`src/rtl/control_unit.sv`:
```
// Single-cycle RV32I subset control unit: main decoder, ALU decoder,
// branch resolve and a sticky illegal-opcode status flag.
module control_unit (
    input  logic       clk,
    input  logic       reset,
    input  logic [6:0] op,
    input  logic [2:0] funct3,
    input  logic       funct7_bit5,
    input  logic       Zero,
    output logic       PCSrc,
    output logic       ResultSrc,
    output logic       MemWrite,
    output logic [2:0] ALUControl,
    output logic       ALUSrc,
    output logic [1:0] ImmSrc,
    output logic       RegWrite,
    output logic       IllegalOp
);

    localparam logic [6:0] OP_LW   = 7'b0000011;
    localparam logic [6:0] OP_SW   = 7'b0100011;
    localparam logic [6:0] OP_R    = 7'b0110011;
    localparam logic [6:0] OP_IALU = 7'b0010011;
    localparam logic [6:0] OP_BEQ  = 7'b1100011;

    localparam logic [1:0] ALUOP_ADD  = 2'b00;
    localparam logic [1:0] ALUOP_SUB  = 2'b01;
    localparam logic [1:0] ALUOP_FUNC = 2'b10;

    localparam logic [2:0] ALU_ADD = 3'b000;
    localparam logic [2:0] ALU_SUB = 3'b001;
    localparam logic [2:0] ALU_AND = 3'b010;
    localparam logic [2:0] ALU_OR  = 3'b011;
    localparam logic [2:0] ALU_SLT = 3'b101;

    logic       branch;
    logic [1:0] alu_op;
    logic       op_legal;

    // Main decoder: unknown opcodes fall through to an all-zero no-op.
    always_comb begin
        RegWrite  = 1'b0;
        ImmSrc    = 2'b00;
        ALUSrc    = 1'b0;
        MemWrite  = 1'b0;
        ResultSrc = 1'b0;
        branch    = 1'b0;
        alu_op    = ALUOP_ADD;
        op_legal  = 1'b1;
        case (op)
            OP_LW: begin
                RegWrite  = 1'b1;
                ALUSrc    = 1'b1;
                ResultSrc = 1'b1;
            end
            OP_SW: begin
                ImmSrc   = 2'b01;
                ALUSrc   = 1'b1;
                MemWrite = 1'b1;
            end
            OP_R: begin
                RegWrite = 1'b1;
                alu_op   = ALUOP_FUNC;
            end
            OP_IALU: begin
                RegWrite = 1'b1;
                ALUSrc   = 1'b1;
                alu_op   = ALUOP_FUNC;
            end
            OP_BEQ: begin
                ImmSrc = 2'b10;
                branch = 1'b1;
                alu_op = ALUOP_SUB;
            end
            default: op_legal = 1'b0;
        endcase
    end

    // ALU decoder: sub only for R-type with funct7[5] set (addi has no sub).
    always_comb begin
        ALUControl = ALU_ADD;
        case (alu_op)
            ALUOP_SUB: ALUControl = ALU_SUB;
            ALUOP_FUNC: begin
                case (funct3)
                    3'b000:
                        ALUControl = (op[5] && funct7_bit5) ? ALU_SUB
                                                            : ALU_ADD;
                    3'b010:  ALUControl = ALU_SLT;
                    3'b110:  ALUControl = ALU_OR;
                    3'b111:  ALUControl = ALU_AND;
                    default: ALUControl = ALU_ADD;
                endcase
            end
            default: ALUControl = ALU_ADD;
        endcase
    end

    assign PCSrc = branch & Zero;

    // Sticky status flag; reset wins over a simultaneous illegal opcode.
    always_ff @(posedge clk) begin
        if (reset) begin
            IllegalOp <= 1'b0;
        end else if (!op_legal) begin
            IllegalOp <= 1'b1;
        end
    end

endmodule

```
`config.mk`:
```
export PLATFORM = sky130hd
export DESIGN_NAME = control_unit
export DESIGN_NICKNAME = d
export VERILOG_FILES = /design/src/rtl/control_unit.sv
export SDC_FILE = /design/constraint.sdc
export NUM_CORES = 1
export LEC_CHECK = 0
export CELL_PAD_IN_SITES_DETAIL_PLACEMENT = 1
export CELL_PAD_IN_SITES_GLOBAL_PLACEMENT = 1
export CORE_MARGIN = 1.5
export CORE_UTILIZATION = 13
export DETAILED_ROUTE_END_ITERATION = 10
export PLACE_DENSITY = 0.77
export SKIP_LAST_GASP = 1
export SYNTH_ARGS = -nofsm -noshare
export SYNTH_HDL_FRONTEND = slang
export SYNTH_SLANG_ARGS = --single-unit
```
`constraint.sdc`:
```
create_clock -name clk -period 1.7 [get_ports clk]
set_input_delay 0.255 -clock clk [delete_from_list [all_inputs] [get_ports clk]]
set_output_delay 0.255 -clock clk [all_outputs]
set_load 0.1 [all_outputs]
```
==> Yosys cells after proc, flatten, opt, wreduce, memory -nomap -nowiden <==
Cells that the tools add are included.
{ "word_totals": {"elab_cells": 29, "in_bits": 14, "output_inout_bits": 11, "reg_bits": 1} }
{ "op_classes": {"reduce_logical": 6, "eq_ne": 10, "bitwise": 1, "muxes": 11} }
{ "ops": {"columns": ["operator", "n"], "rows": [
  ["$eq A7 B6 Y1 const B", 2],
  ["$pmux W3 S4", 1],
  ["$pmux W2 S2", 2],
  ["$eq A7 B2 Y1 const B", 1],
  ["$eq A7 B5 Y1 const B", 1],
  ["$eq A7 B7 Y1 const B", 1],
  ["$mux W1", 7],
  ["$eq A3 B3 Y1 const B", 2],
  ["$pmux W3 S2", 1],
  ["$reduce_or A3 Y1", 2],
  ["$reduce_or A5 Y1", 1],
  ["$eq A3 B2 Y1 const B", 1],
  ["$logic_not A3 Y1", 1],
  ["$eq A2 B1 Y1 const B", 1],
  ["$eq A2 B2 Y1 const B", 1],
  ["$reduce_or A2 Y1", 1],
  ["$and A1 B1 Y1", 1],
  ["$logic_and A1 B1 Y1", 1]
]} }

==> Longest topological paths before layout <==
Gate-level depths: netlist of the first run.
{ "logic_depth": {"ltp_word": 5, "depth_mapped": 7, "depth_no_buf": 7} }

==> Worst setup path after synthesis of the first run <==
OpenSTA, ideal clock, no wires.
{ "synth_path": {"kind": "input -> output", "from": "input op[2]", "to": "output ResultSrc", "n_path_buf": 0, "required_ns": 1.445, "stages": 3, "arrival_time_ns": 2.701, "path_slack_ns": -1.256, "cell_sequence": "and4bb_2 -> nand2b_2 -> nor3_1"} }
{ "synth_via": {"elab_chain_cells": 2} }
{ "synth_rtl": {"columns": ["item", "line_no", "text"], "rows": [
  ["from (decl)", "6", "input logic [6:0] op,"],
  ["$eq A7 B2 Y1", "50", "case (op)"],
  ["$mux W1", "50", null],
  ["to (decl)", "11", "output logic ResultSrc,"]
]} }
Every way passes these cells.

==> Worst setup path after layout of the first run <==
{ "layout_path": {"from": "input op[2]", "to": "output ALUControl[0]"} }
{ "layout_via": {"elab_chain_cells": 5, "elab_cells_between_ends": 8, "cone_classes": "eq/ne (5); mux (2); reduce/logical (1)"} }
{ "layout_rtl": {"columns": ["item", "line_no", "text"], "rows": [
  ["$eq A7 B5 Y1 / $eq A7 B6 Y1 (equally long branches)", "50", null],
  ["$reduce_or A2 Y1 (no source line)", null, null],
  ["$pmux W2 S2 (*)", "50", null],
  ["$eq A2 B2 Y1 / $eq A2 B1 Y1 (equally long branches)", "82", "case (alu_op)"],
  ["$pmux W3 S2 (*)", "82", null],
  ["to (decl)", "13", "output logic [2:0] ALUControl,"]
]} }
Mark *: on every way between the ends. The rest lies on a longest branch, timed or not.

==> metrics list, run 1 <==
- Met1 capacity usage during global routing: between 10% and 20%
- Data on the critical path arrives at its endpoint at roughly 1.7 ns.
- In this run the register-to-register setup slack is 1.08 ns.
- In this run the critical register-to-register path is launched from IllegalOp.
- The number of antenna diodes in the final layout is 0.
- The number of cells on the worst reg-to-reg path is 2.
- Netlist area before placement: just under 200 sq um
* Register ranked first by flip-flop count: IllegalOp
* Category of the worst setup path launch point: input pin
* Gate count of the mapped netlist: 28
- Max Cap Violations: 0
- The largest registers in the layout are IllegalOp: 1 flops.
- Number of I/O port buffers: 24
* Net count of the finished layout: approximately 80
- Top cells by instance count after synthesis: a21oi_1 (4), inv_1 (3), nor2_1 (3)
- For the finished layout, the period the worst path requires is around 2 ns.
* FFs w/ async S/R, synth: 0%
- In this run the worst path has a maximum fanout of 3.
- In this run the horizontal extent of the chip is 41.6 um.
- Worst slew margin: between 80% and 90%
- Final weighted congestion of routability-driven global placement: about 0.63
- M3 GR Usage: less than 1%
- After detailed routing, the total wire length is approximately 1100 um.
* Cts-stage hold buffer count: 0
- Clock slew seen by the registers of the worst setup and hold paths: 0 ns
- STA classifies the critical path endpoint as an output port.
* Clock latency on the worst-skew pair: 0 ns
* Proportion of synthesized chip area in sequential cells: 10.3%
- Net count after synthesis: 44
* Classification of the worst setup path: input pin to output port
* Outcome: finished, violations left
- The number of flip-flops under the largest register name came to 1.
- Summed negative setup slack over all endpoints: -0.721 ns
* Count of flip-flops with a built-in enable after synthesis: 0
* Unrepaired setup endpoints after global routing: true
- Slew Viols, Final: 0
* DP HPWL: between 800 and 900 um
- Total global routing overflow: 0
* First-pass GRT wire length: ~1700 um
* Hold Path Sink: IllegalOp
- From synthesis to final layout, the design area changed by 281%.
- Top-count cell post-synth: a21oi_1
* Vias in the first global route: 355
- Reg2reg end: IllegalOp
* Floorplan row count: 13
- For this configuration, the core starts out at a cell density of between 10% and 20%.
- Core ar.: around 0.0014 sq mm
* Via count: ~330
- Total count of hold-check failures in the final report: 0
- The final reports fail on negative setup slack.
- In this run the biggest area consumer among cell types represents 12.9% of the synthesized area.
- Die Y-Extent: roughly 42 um
* Worst-case setup margin in the final layout: -0.286 ns
- Maximum vdd drop: approximately 0.14 mV
- The netlist uses 18 different library cells.
- Dominant register cell in the synthesized netlist: dfxtp_1
* Via-to-Cell Ratio: 4.27
* Hold Crit Start: IllegalOp
* Die Outline Area: approximately 0.0017 sq mm
* Count of antenna-violating nets left after detailed routing: 0
- For this run, the detailed router's first-pass iteration total came to 1.
- A synthesized cell averages 6.93 sq um.
- Yosys printed 0 warnings.
- After global routing, the most crowded layer is met2.
* Transition time of the tightest slew-check pin: 0.205 ns
- Between clock sinks in the finished design, the worst skew comes to 0 ns.
* Pin count of the biggest net entering global routing: 5
- Counting the fill cells in the layout gives 147.
- The count of cells in the finished layout, fillers not included, comes to 78.
- Of the cells placed in the final design, the portion with a size suffix greater than 1 is 71.4%.
- Including well taps, the total number of placed cells is 76.
- Dividing the final minimum period by the clock period gives 117%.
- Global routing used about an eighth of the available tracks.
* Met2 routing resource usage after global routing: slightly below 30%
- For this run, the top clock speed supported by timing is 504 MHz.
- Worst path required time: about 1.4 ns
- Starting DRT DRC Count: 0
- Class of the tightest hold or removal check: flop to flop
* Number of antenna violations at the first check in global routing: 0
* Register bit total from synthesis: 1
- Ranked by total cell area, the synthesized netlist is headed by ha_1 (13%), a21oi_1 (10%), dfxtp_1 (10%).
- Hold-critical path depth: 2
* Wire per inst: roughly 14 um
* Cell type with the largest total area after synthesis: ha_1
* Number of setup violations in the final report: 3
- For this design the ratio of total power to cell area is roughly 170 mW/mm^2.
* Number of ports placed on the die boundary: 25
* Standby leakage power: 0.312 nW
* Final routed DRC violation total: 0
[layout by cell type (no fill, tap or decap), types with 2 or more instances in the layout]
| cell | Yosys | routed |
|---|---|---|
| a21oi_1 | 4 | 2 |
| buf_12 | 0 | 11 |
| buf_2 | 0 | 2 |
| buf_4 | 1 | 12 |
| buf_6 | 0 | 2 |
| clkdlybuf4s50_1 | 0 | 6 |
| dlygate4sd2_1 | 0 | 2 |
| inv_1 | 3 | 2 |
| nor2_4 | 0 | 2 |
[through the flow]
step / instance area (sq um) / power (mW) / hold slack (ns) / util (%) / setup slack (ns)
floorplan: 256 / 0.0593 / 0.324 / - / -0.380
global placement: 681 / 0.120 / 0.553 / 50.4 / -0.608
detailed placement: 681 / 0.122 / 0.551 / 50.4 / -0.710
CTS: 729 / 0.126 / 0.556 / 54.0 / -0.260
global route: 739 / 0.131 / 0.580 / 54.8 / -0.349
finish: 739 / 0.126 / 0.555 / 54.8 / -0.286
[cells by family (layout without fill, tap and decap cells)]
kind of cell             Yosys count  count (layout)  share of synthesized area (%)
flip-flops                         1               1                           10.3
AND/OR/NAND/NOR                   16              16                           53.5
buffers and inverters              4              39                           9.68
adder cells (fa/ha/maj)            2               2                           12.9
AO/OA/AOI/OAI                      5               5                           13.6
[where the power goes]
| part | total [mW] | internal, mW | switching (mW) |
|---|---|---|---|
| registers | 0.0269 | 0.0254 | 0.00151 |
| clock network | 0 | 0 | 0 |
| logic | 0.0988 | 0.0514 | 0.0474 |
[cell type report]
cell class	instances	area, sq um	area share, %
inverter	3	13.8	1.86
multi-input combinational	23	256	34.7
sequential	1	20.0	2.71
tap	15	18.8	2.54
timing repair buffer	36	430	58.2
[routing by layer]
layer,routed length [um],up-vias
met5,0,-
met3,42,2
met4,34,0
met1,354,151
li1,-,168
met2,680,12
[critical path, stage by stage]
cell	delay [ns]
buf_6	0.09
and4bb_2	0.34
nand2b_4	0.08
nor2_4	0.10
ha_4	0.14
nor3b_4	0.23
nand3_2	0.12
a21oi_4	0.18
buf_12	0.19
[worst max-delay path by stage]
stage / start / endpoint / slack (ns) / cells past startpoint
after detailed placement: op[2] / ALUControl[0] / -0.71 / 9
after floorplan: op[2] / ALUControl[0] / -0.38 / 7
after CTS: op[3] / ALUControl[0] / -0.26 / 9
after global placement: op[2] / ALUControl[0] / -0.61 / 9
after global routing: op[2] / ALUControl[0] / -0.35 / 9
final: op[2] / ALUControl[0] / -0.29 / 9
[timing repair]
item,4_1_cts,5_1_grt
setup buffers,1,2
resized for setup,29,2
setup endpoints to repair,10,8
endpoints found under the hold margin,0,0
pin swaps,6,6
cloned,0,0
Note: power is estimated with default switching activity, not from simulation.
==> inputs of run 2 (changes only) <==
--- a/config.mk
+++ b/config.mk
@@ -9,6 +9,7 @@
 export CELL_PAD_IN_SITES_GLOBAL_PLACEMENT = 1
 export CORE_MARGIN = 1.5
 export CORE_UTILIZATION = 13
+export CTS_CLUSTER_DIAMETER = 50
 export DETAILED_ROUTE_END_ITERATION = 10
 export PLACE_DENSITY = 0.77
 export SKIP_LAST_GASP = 1
==> results of run 2 <==
No change in the layout: final DEF, timing and power equal those of run 1.
